## config.mk

```make
export PLATFORM = sky130hd
export DESIGN_NAME = posit_mul_arb_flat
export DESIGN_NICKNAME = d
export VERILOG_FILES = /design/src/rtl/posit_mul_arb_if.sv /design/src/rtl/posit_mul_arb.sv /design/src/flat_wrapper.sv
export SDC_FILE = /design/constraint.sdc
export NUM_CORES = 1
export LEC_CHECK = 0
export CAP_MARGIN = 5
export CORE_UTILIZATION = 39
export CTS_CLUSTER_SIZE = 20
export DETAILED_ROUTE_END_ITERATION = 10
export PLACE_DENSITY_LB_ADDON = 0.12
export RECOVER_POWER = 100
export SLEW_MARGIN = 0
export SYNTH_ARGS = -nofsm -noshare
export SYNTH_HDL_FRONTEND = slang
export SYNTH_SLANG_ARGS = --single-unit
```

## constraint.sdc

```tcl
create_clock -name clk -period 2.2 [get_ports clk]
set_input_delay 0.44 -clock clk [delete_from_list [all_inputs] [get_ports clk]]
set_output_delay 0.44 -clock clk [all_outputs]
set_load 0.02 [all_outputs]
```

## src/rtl/posit_mul_arb_if.sv

```systemverilog
// Requester, response and shared posit_mul signals for posit_mul_arb.
// slave is the arbiter side; master is the requester/multiplier side.
interface posit_mul_arb_if;
  localparam int unsigned DW = 32;

  logic          req0_valid;
  logic          req1_valid;
  logic          req0_ready;
  logic          req1_ready;
  logic [DW-1:0] req0_a;
  logic [DW-1:0] req0_b;
  logic [DW-1:0] req1_a;
  logic [DW-1:0] req1_b;

  logic          rsp0_valid;
  logic          rsp1_valid;
  logic          rsp0_ready;
  logic          rsp1_ready;
  logic [DW-1:0] rsp0_data;
  logic [DW-1:0] rsp1_data;
  logic          rsp0_nar;
  logic          rsp0_zero;
  logic          rsp0_err;
  logic          rsp1_nar;
  logic          rsp1_zero;
  logic          rsp1_err;

  logic          mul_start;
  logic [DW-1:0] mul_a;
  logic [DW-1:0] mul_b;
  logic [DW-1:0] mul_result;
  logic          mul_done;
  logic          mul_nar;
  logic          mul_zero;

  modport slave (
    input  req0_valid, req1_valid, req0_a, req0_b, req1_a, req1_b,
    output req0_ready, req1_ready,
    output rsp0_valid, rsp1_valid, rsp0_data, rsp1_data,
    output rsp0_nar, rsp0_zero, rsp0_err, rsp1_nar, rsp1_zero, rsp1_err,
    input  rsp0_ready, rsp1_ready,
    output mul_start, mul_a, mul_b,
    input  mul_result, mul_done, mul_nar, mul_zero
  );

  modport master (
    output req0_valid, req1_valid, req0_a, req0_b, req1_a, req1_b,
    input  req0_ready, req1_ready,
    input  rsp0_valid, rsp1_valid, rsp0_data, rsp1_data,
    input  rsp0_nar, rsp0_zero, rsp0_err, rsp1_nar, rsp1_zero, rsp1_err,
    output rsp0_ready, rsp1_ready,
    input  mul_start, mul_a, mul_b,
    output mul_result, mul_done, mul_nar, mul_zero
  );
endinterface

```

## src/rtl/posit_mul_arb.sv

```systemverilog
// Two-requester round-robin front end for one shared posit multiplier,
// with a done-timeout that returns NaR plus an error flag.
module posit_mul_arb #(
  parameter int unsigned MAX_WAIT = 64
) (
  input logic              clk,
  input logic              rst_n,
  posit_mul_arb_if.slave   bus
);
  localparam int unsigned DW = 32;
  localparam int unsigned CW = 16;
  localparam logic [DW-1:0] NAR_VAL = 32'h8000_0000;

  typedef enum logic [1:0] {IDLE, START, WAIT, RESP} state_t;

  state_t        r_state;
  logic          r_last;
  logic          r_owner;
  logic          r_start;
  logic          r_rsp0_valid;
  logic          r_rsp1_valid;
  logic          r_nar;
  logic          r_zero;
  logic          r_err;
  logic [DW-1:0] r_a;
  logic [DW-1:0] r_b;
  logic [DW-1:0] r_data;
  logic [CW-1:0] r_cnt;

  logic w_grant0;
  logic w_grant1;
  logic w_ready0;
  logic w_ready1;
  logic w_rsp_take;
  logic w_timeout;

  // Ready must follow valid in the same cycle so a request can land on the
  // first cycle out of reset; r_last == 1 favours requester 0 on a tie.
  always_comb begin
    w_grant0   = bus.req0_valid && (!bus.req1_valid || r_last);
    w_grant1   = bus.req1_valid && (!bus.req0_valid || !r_last);
    w_ready0   = rst_n && (r_state == IDLE) && w_grant0;
    w_ready1   = rst_n && (r_state == IDLE) && w_grant1;
    w_rsp_take = r_owner ? (r_rsp1_valid && bus.rsp1_ready)
                         : (r_rsp0_valid && bus.rsp0_ready);
    w_timeout  = (r_cnt == CW'(MAX_WAIT - 1));
  end

  always_ff @(posedge clk) begin
    if (!rst_n) begin
      r_state      <= IDLE;
      r_last       <= 1'b1;
      r_owner      <= 1'b0;
      r_start      <= 1'b0;
      r_rsp0_valid <= 1'b0;
      r_rsp1_valid <= 1'b0;
      r_nar        <= 1'b0;
      r_zero       <= 1'b0;
      r_err        <= 1'b0;
      r_a          <= '0;
      r_b          <= '0;
      r_data       <= '0;
      r_cnt        <= '0;
    end else begin
      case (r_state)
        IDLE: begin
          if (w_ready0 || w_ready1) begin
            r_owner <= w_ready1;
            r_a     <= w_ready1 ? bus.req1_a : bus.req0_a;
            r_b     <= w_ready1 ? bus.req1_b : bus.req0_b;
            r_start <= 1'b1;
            r_state <= START;
          end
        end
        START: begin
          r_start <= 1'b0;
          r_cnt   <= '0;
          r_state <= WAIT;
        end
        WAIT: begin
          // A done arriving on the timeout cycle still delivers the real product.
          if (bus.mul_done) begin
            r_data       <= bus.mul_result;
            r_nar        <= bus.mul_nar;
            r_zero       <= bus.mul_zero;
            r_err        <= 1'b0;
            r_rsp0_valid <= ~r_owner;
            r_rsp1_valid <= r_owner;
            r_state      <= RESP;
          end else if (w_timeout) begin
            r_data       <= NAR_VAL;
            r_nar        <= 1'b1;
            r_zero       <= 1'b0;
            r_err        <= 1'b1;
            r_rsp0_valid <= ~r_owner;
            r_rsp1_valid <= r_owner;
            r_state      <= RESP;
          end else begin
            r_cnt <= r_cnt + CW'(1);
          end
        end
        RESP: begin
          if (w_rsp_take) begin
            r_rsp0_valid <= 1'b0;
            r_rsp1_valid <= 1'b0;
            r_last       <= r_owner;
            r_state      <= IDLE;
          end
        end
        default: r_state <= IDLE;
      endcase
    end
  end

  assign bus.req0_ready = w_ready0;
  assign bus.req1_ready = w_ready1;
  assign bus.mul_start  = r_start;
  assign bus.mul_a      = r_a;
  assign bus.mul_b      = r_b;
  assign bus.rsp0_valid = r_rsp0_valid;
  assign bus.rsp1_valid = r_rsp1_valid;
  assign bus.rsp0_data  = r_data;
  assign bus.rsp1_data  = r_data;
  assign bus.rsp0_nar   = r_nar;
  assign bus.rsp1_nar   = r_nar;
  assign bus.rsp0_zero  = r_zero;
  assign bus.rsp1_zero  = r_zero;
  assign bus.rsp0_err   = r_err;
  assign bus.rsp1_err   = r_err;

endmodule
```

## src/flat_wrapper.sv

```systemverilog
// flat-port wrapper written by rule: the top's interface ports become plain ports
module posit_mul_arb_flat 
#(
  parameter int unsigned MAX_WAIT = 64
)
  (clk, rst_n, bus_req0_valid, bus_req1_valid, bus_req0_a, bus_req0_b, bus_req1_a, bus_req1_b, bus_req0_ready, bus_req1_ready, bus_rsp0_valid, bus_rsp1_valid, bus_rsp0_data, bus_rsp1_data, bus_rsp0_nar, bus_rsp0_zero, bus_rsp0_err, bus_rsp1_nar, bus_rsp1_zero, bus_rsp1_err, bus_rsp0_ready, bus_rsp1_ready, bus_mul_start, bus_mul_a, bus_mul_b, bus_mul_result, bus_mul_done, bus_mul_nar, bus_mul_zero);
  posit_mul_arb_if bus_i ();
  input logic clk;
  input logic rst_n;
  input wire logic [$bits(bus_i.req0_valid)-1:0] bus_req0_valid;
  input wire logic [$bits(bus_i.req1_valid)-1:0] bus_req1_valid;
  input wire logic [$bits(bus_i.req0_a)-1:0] bus_req0_a;
  input wire logic [$bits(bus_i.req0_b)-1:0] bus_req0_b;
  input wire logic [$bits(bus_i.req1_a)-1:0] bus_req1_a;
  input wire logic [$bits(bus_i.req1_b)-1:0] bus_req1_b;
  output wire logic [$bits(bus_i.req0_ready)-1:0] bus_req0_ready;
  output wire logic [$bits(bus_i.req1_ready)-1:0] bus_req1_ready;
  output wire logic [$bits(bus_i.rsp0_valid)-1:0] bus_rsp0_valid;
  output wire logic [$bits(bus_i.rsp1_valid)-1:0] bus_rsp1_valid;
  output wire logic [$bits(bus_i.rsp0_data)-1:0] bus_rsp0_data;
  output wire logic [$bits(bus_i.rsp1_data)-1:0] bus_rsp1_data;
  output wire logic [$bits(bus_i.rsp0_nar)-1:0] bus_rsp0_nar;
  output wire logic [$bits(bus_i.rsp0_zero)-1:0] bus_rsp0_zero;
  output wire logic [$bits(bus_i.rsp0_err)-1:0] bus_rsp0_err;
  output wire logic [$bits(bus_i.rsp1_nar)-1:0] bus_rsp1_nar;
  output wire logic [$bits(bus_i.rsp1_zero)-1:0] bus_rsp1_zero;
  output wire logic [$bits(bus_i.rsp1_err)-1:0] bus_rsp1_err;
  input wire logic [$bits(bus_i.rsp0_ready)-1:0] bus_rsp0_ready;
  input wire logic [$bits(bus_i.rsp1_ready)-1:0] bus_rsp1_ready;
  output wire logic [$bits(bus_i.mul_start)-1:0] bus_mul_start;
  output wire logic [$bits(bus_i.mul_a)-1:0] bus_mul_a;
  output wire logic [$bits(bus_i.mul_b)-1:0] bus_mul_b;
  input wire logic [$bits(bus_i.mul_result)-1:0] bus_mul_result;
  input wire logic [$bits(bus_i.mul_done)-1:0] bus_mul_done;
  input wire logic [$bits(bus_i.mul_nar)-1:0] bus_mul_nar;
  input wire logic [$bits(bus_i.mul_zero)-1:0] bus_mul_zero;
  assign bus_i.req0_valid = bus_req0_valid;
  assign bus_i.req1_valid = bus_req1_valid;
  assign bus_i.req0_a = bus_req0_a;
  assign bus_i.req0_b = bus_req0_b;
  assign bus_i.req1_a = bus_req1_a;
  assign bus_i.req1_b = bus_req1_b;
  assign bus_req0_ready = bus_i.req0_ready;
  assign bus_req1_ready = bus_i.req1_ready;
  assign bus_rsp0_valid = bus_i.rsp0_valid;
  assign bus_rsp1_valid = bus_i.rsp1_valid;
  assign bus_rsp0_data = bus_i.rsp0_data;
  assign bus_rsp1_data = bus_i.rsp1_data;
  assign bus_rsp0_nar = bus_i.rsp0_nar;
  assign bus_rsp0_zero = bus_i.rsp0_zero;
  assign bus_rsp0_err = bus_i.rsp0_err;
  assign bus_rsp1_nar = bus_i.rsp1_nar;
  assign bus_rsp1_zero = bus_i.rsp1_zero;
  assign bus_rsp1_err = bus_i.rsp1_err;
  assign bus_i.rsp0_ready = bus_rsp0_ready;
  assign bus_i.rsp1_ready = bus_rsp1_ready;
  assign bus_mul_start = bus_i.mul_start;
  assign bus_mul_a = bus_i.mul_a;
  assign bus_mul_b = bus_i.mul_b;
  assign bus_i.mul_result = bus_mul_result;
  assign bus_i.mul_done = bus_mul_done;
  assign bus_i.mul_nar = bus_mul_nar;
  assign bus_i.mul_zero = bus_mul_zero;
  posit_mul_arb #(.MAX_WAIT(MAX_WAIT)) u_core (.clk(clk), .rst_n(rst_n), .bus(bus_i));
endmodule
```

==> flow_summary.json <==
{
  "run_status": "finished, final reports clean",
  "pre_cts_slack_ns": -0.0601,
  "synth_cell_type_count": 46,
  "crit_chain": "inv_1 > ha_1 > clkbuf_1 > nor2_1 > clkbuf_2 > o21ai_0 > o31ai_1",
  "rsz0062_at_grt": "no",
  "nets": 1009,
  "via_count": 5291,
  "hold_viol": 0,
  "power.switching_fraction_pct": 33.2,
  "grt_antenna_before_repair": 0,
  "clkSinkCount": 122,
  "drt-initial-drc-count": 170,
  "post_synth_inst_count": 563,
  "worst_setup_path_start_kind": "register",
  "worst_path_largest_cell_delay_ns": 0.46,
  "slew_headroom_pct": 65.5,
  "design.die.area_um2": 14800,
  "globalRouteTotalUtil_pct": 23.2,
  "die_w_um": 122,
  "initial_core_util_pct": 40.0,
  "synth_nets": 738,
  "detail-route-antenna-nets": 0,
  "num_antenna_cells": 0,
  "ys_ff_latch": 122,
  "synthArstFlopShare_pct": 0,
  "post-route-min-period_ns": 2.04,
  "ys_warn_count": 0,
  "ys_dominant_reg_cell": "sky130_fd_sc_hd__dfxtp_1",
  "count_of_flip_flops_with_a_built_in_enable_after_synthesis": 0,
  "critical_path.n_buffers_inverters": 3,
  "route.detailed.drc": 0,
  "design.portCount": 308,
  "routed_wirelength_normalized_by_instance_count_um": 16.8,
  "route.final.wire_length_um": 17200,
  "vdd_drop_max_v": 0.000584,
  "grt_start_max_net_pins": 79,
  "detailed_place_hpwl_um": 13000,
  "power.static_leakage_uw": 0.00490,
  "drive_above_1_share_pct": 7.67,
  "p_per_area_nw_per_um2": 943,
  "syn-mean-instance-area_um2": 9.91,
  "cap_violations": 0,
  "cts_buffer_depth": 2,
  "clock_tree.htree_level_count": 4,
  "cell_internal_pwr_uw": 5810,
  "vias_per_cell": 5.15,
  "synth.yosys.seq_area_share_pct": 43.8,
  "cts_inserted_buffers": 17,
  "max_slew.worst_pin.slew_ns": 0.518,
  "fin_worst_hold_slack_ns": 0.482,
  "setup_ws_ns": 0.161,
  "slowest_stage": "sky130_fd_sc_hd__clkbuf_1",
  "place_congestion": 0.811,
  "power.share.clock_pct": 32.1,
  "worst_hold_path_type": "reg -> reg",
  "clock_tree_from_tritoncts": "done",
  "gr-total-overflow": 0,
  "timing.fmax_mhz": 490,
  "grt_first_pass_wirelength_um": 26400,
  "number_of_placement_rows": 43,
  "proportion_of_power_drawn_by_flip_flops_and_latches_pct": 32.5,
  "drt_pre_antenna_iters": 6,
  "io_buffers": 307,
  "setup_tns_final_ns": 0,
  "worst-path-max-fanout": 12,
  "clk_latency_ns": 0.42,
  "fin_worst_skew_ns": 0.00996,
  "via_count_of_the_first_global_routing_pass": 5246,
  "sw_pwr_uw": 2890,
  "cts.reportedPaths.clkPinSlew_ns": 0.06,
  "number_of_max_slew_violations_in_the_final_report": 0,
  "synthesis.area_um2": 5580,
  "end_kind": "register",
  "core_area_um2": 13900,
  "pwr-share-comb_pct": 35.3,
  "area.growth.synth_to_final_pct": 65.4,
  "chipHeight_um": 122,
  "critPathArrivalTime_ns": 2.32,
  "finalSetupViolCount": 0,
  "cts.root.buffer_cell": "sky130_fd_sc_hd__clkbuf_16",
  "finalCritPeriodShare_pct": 92.7,
  "timing.critical_path.max_delay_family": "buffers and inverters",
  "timing.setup.critical_path_class": "reg -> reg",
  "critical_path_data_required_time_ns": 2.48
}
==> layer usage <==
| layer | track usage, % | up-vias | wire, um |
|---|---|---|---|
| li1 | - | 2560 | - |
| met1 | 23.5 | 2481 | 6400 |
| met2 | 41.6 | 220 | 8840 |
| met3 | 9.88 | 30 | 1540 |
| met4 | 9.57 | 0 | 444 |
| met5 | 0 | - | 0 |
==> worst reg2reg max path: cells and delay by family (launching register included) <==
kind,cells,cell delay [ns]
flip-flops,1,0.33
buffers and inverters,3,0.76
AO/OA/AOI/OAI,2,0.28
adder cells (fa/ha/maj),1,0.42
AND/OR/NAND/NOR,1,0.13
==> sequential cells by signal (all words and copies together) (netlist names) <==
register               count
u_core.bus.mul_a          32
u_core.bus.mul_b          32
u_core.bus.rsp0_data      32
u_core.r_cnt              16
u_core.r_state             2
u_core.bus.mul_start       1
u_core.bus.rsp0_err        1
u_core.bus.rsp0_nar        1
u_core.bus.rsp0_valid      1
u_core.bus.rsp0_zero       1
u_core.bus.rsp1_valid      1
u_core.r_last              1
u_core.r_owner             1
==> power groups by stage <==
stage                     logic (uW)  clock network (uW)  registers (uW)
after floorplan                 1330                   0            3310
after global placement          3230                   0            2870
after detailed placement        3280                   0            2890
after CTS                       3290                2850            2850
after global routing            3300                2930            2880
final                           3070                2790            2830
==> synth_stat cells, types with 3 or more instances <==
library cell,number,area [um^2]
sky130_fd_sc_hd__a21oi_1,8,40.0
sky130_fd_sc_hd__a22o_1,32,280
sky130_fd_sc_hd__a31oi_1,5,31.3
sky130_fd_sc_hd__and2_1,3,18.8
sky130_fd_sc_hd__and3_1,4,25.0
sky130_fd_sc_hd__buf_1,5,18.8
sky130_fd_sc_hd__buf_2,10,50.1
sky130_fd_sc_hd__buf_4,35,263
sky130_fd_sc_hd__clkbuf_1,27,101
sky130_fd_sc_hd__dfxtp_1,122,2440
sky130_fd_sc_hd__ha_1,6,75.1
sky130_fd_sc_hd__inv_1,7,26.3
sky130_fd_sc_hd__mux2i_1,67,671
sky130_fd_sc_hd__nand2_1,82,308
sky130_fd_sc_hd__nand2b_1,3,18.8
sky130_fd_sc_hd__nand3_1,11,55.1
sky130_fd_sc_hd__nand4_1,10,62.6
sky130_fd_sc_hd__nor2_1,10,37.5
sky130_fd_sc_hd__o211a_1,66,661
sky130_fd_sc_hd__o21ai_0,13,65.1
sky130_fd_sc_hd__or3_1,3,18.8
sky130_fd_sc_hd__xor2_1,3,26.3
==> final timing paths <==
path                                               from                      end  slack (ns)  cells past startpoint
worst min-delay path            u_core.bus.rsp0_data[7]  u_core.bus.rsp0_data[7]        0.48                      1
worst max register to register        u_core.r_state[0]         u_core.r_cnt[12]        0.16                      7
worst max-delay path                  u_core.r_state[0]         u_core.r_cnt[12]        0.16                      7
worst min register to register  u_core.bus.rsp0_data[7]  u_core.bus.rsp0_data[7]        0.48                      1
==> cell families after synthesis <==
family | count (synthesis) | share of synthesized area (%)
AO/OA/AOI/OAI | 138 | 21.6
buffers and inverters | 86 | 8.63
AND/OR/NAND/NOR | 141 | 12.2
flip-flops | 122 | 43.8
multiplexers | 67 | 12.0
XOR/XNOR | 3 | 0.471
adder cells (fa/ha/maj) | 6 | 1.35
==> area by class of cell <==
cell class / count / area (um^2)
timing repair buffer: 331 / 3290
clock inverter: 12 / 140
sequential: 122 / 2440
clock buffer: 20 / 457
inverter: 7 / 26.3
fill: 1121 / 4710
tap: 180 / 225
multi-input combinational: 355 / 2650
==> through the flow <==
step,std cells,total power (uW),util (%),area (um^2)
2_1_floorplan,563,4640,-,5580
3_3_place_gp,995,6110,62.3,8680
3_5_place_dp,995,6170,62.3,8680
4_1_cts,1027,9000,66.6,9280
5_1_grt,1027,9110,66.2,9230
6_report,1027,8700,66.2,9230
==> placed cells by master, fill, tap and decap left out, drive strengths merged, types with 2 or more instances in the layout <==
| master | synthesis | routed |
|---|---|---|
| xor2 | 3 | 3 |
| nand2b | 3 | 3 |
| nor2 | 10 | 10 |
| a22o | 32 | 32 |
| clkdlybuf4s50 | 0 | 167 |
| o21ai | 13 | 13 |
| a31oi | 5 | 5 |
| or2 | 2 | 2 |
| and3 | 4 | 4 |
| or3 | 3 | 3 |
| o221a | 2 | 2 |
| clkinvlp | 0 | 3 |
| nor4 | 5 | 5 |
| inv | 7 | 10 |
| dlygate4sd3 | 0 | 137 |
| bufinv | 0 | 2 |
| clkinv | 0 | 4 |
| mux2i | 67 | 67 |
| nand4 | 10 | 10 |
| and2 | 5 | 5 |
| o211a | 66 | 66 |
| nand2 | 82 | 82 |
| clkbuf | 27 | 27 |
| a21oi | 8 | 8 |
| ha | 6 | 6 |
| nand3 | 11 | 11 |
| o31ai | 2 | 2 |
| a31o | 2 | 2 |
| nor2b | 2 | 2 |
| dfxtp | 122 | 122 |
| buf | 52 | 19 |
==> timing repair <==
action	in CTS	in global routing
endpoints found under the setup margin	2	2
hold buffers	0	0
cloned	0	0
setup buffers	0	0
gates resized for setup	2	3
Power figures use the tool's default switching activity.
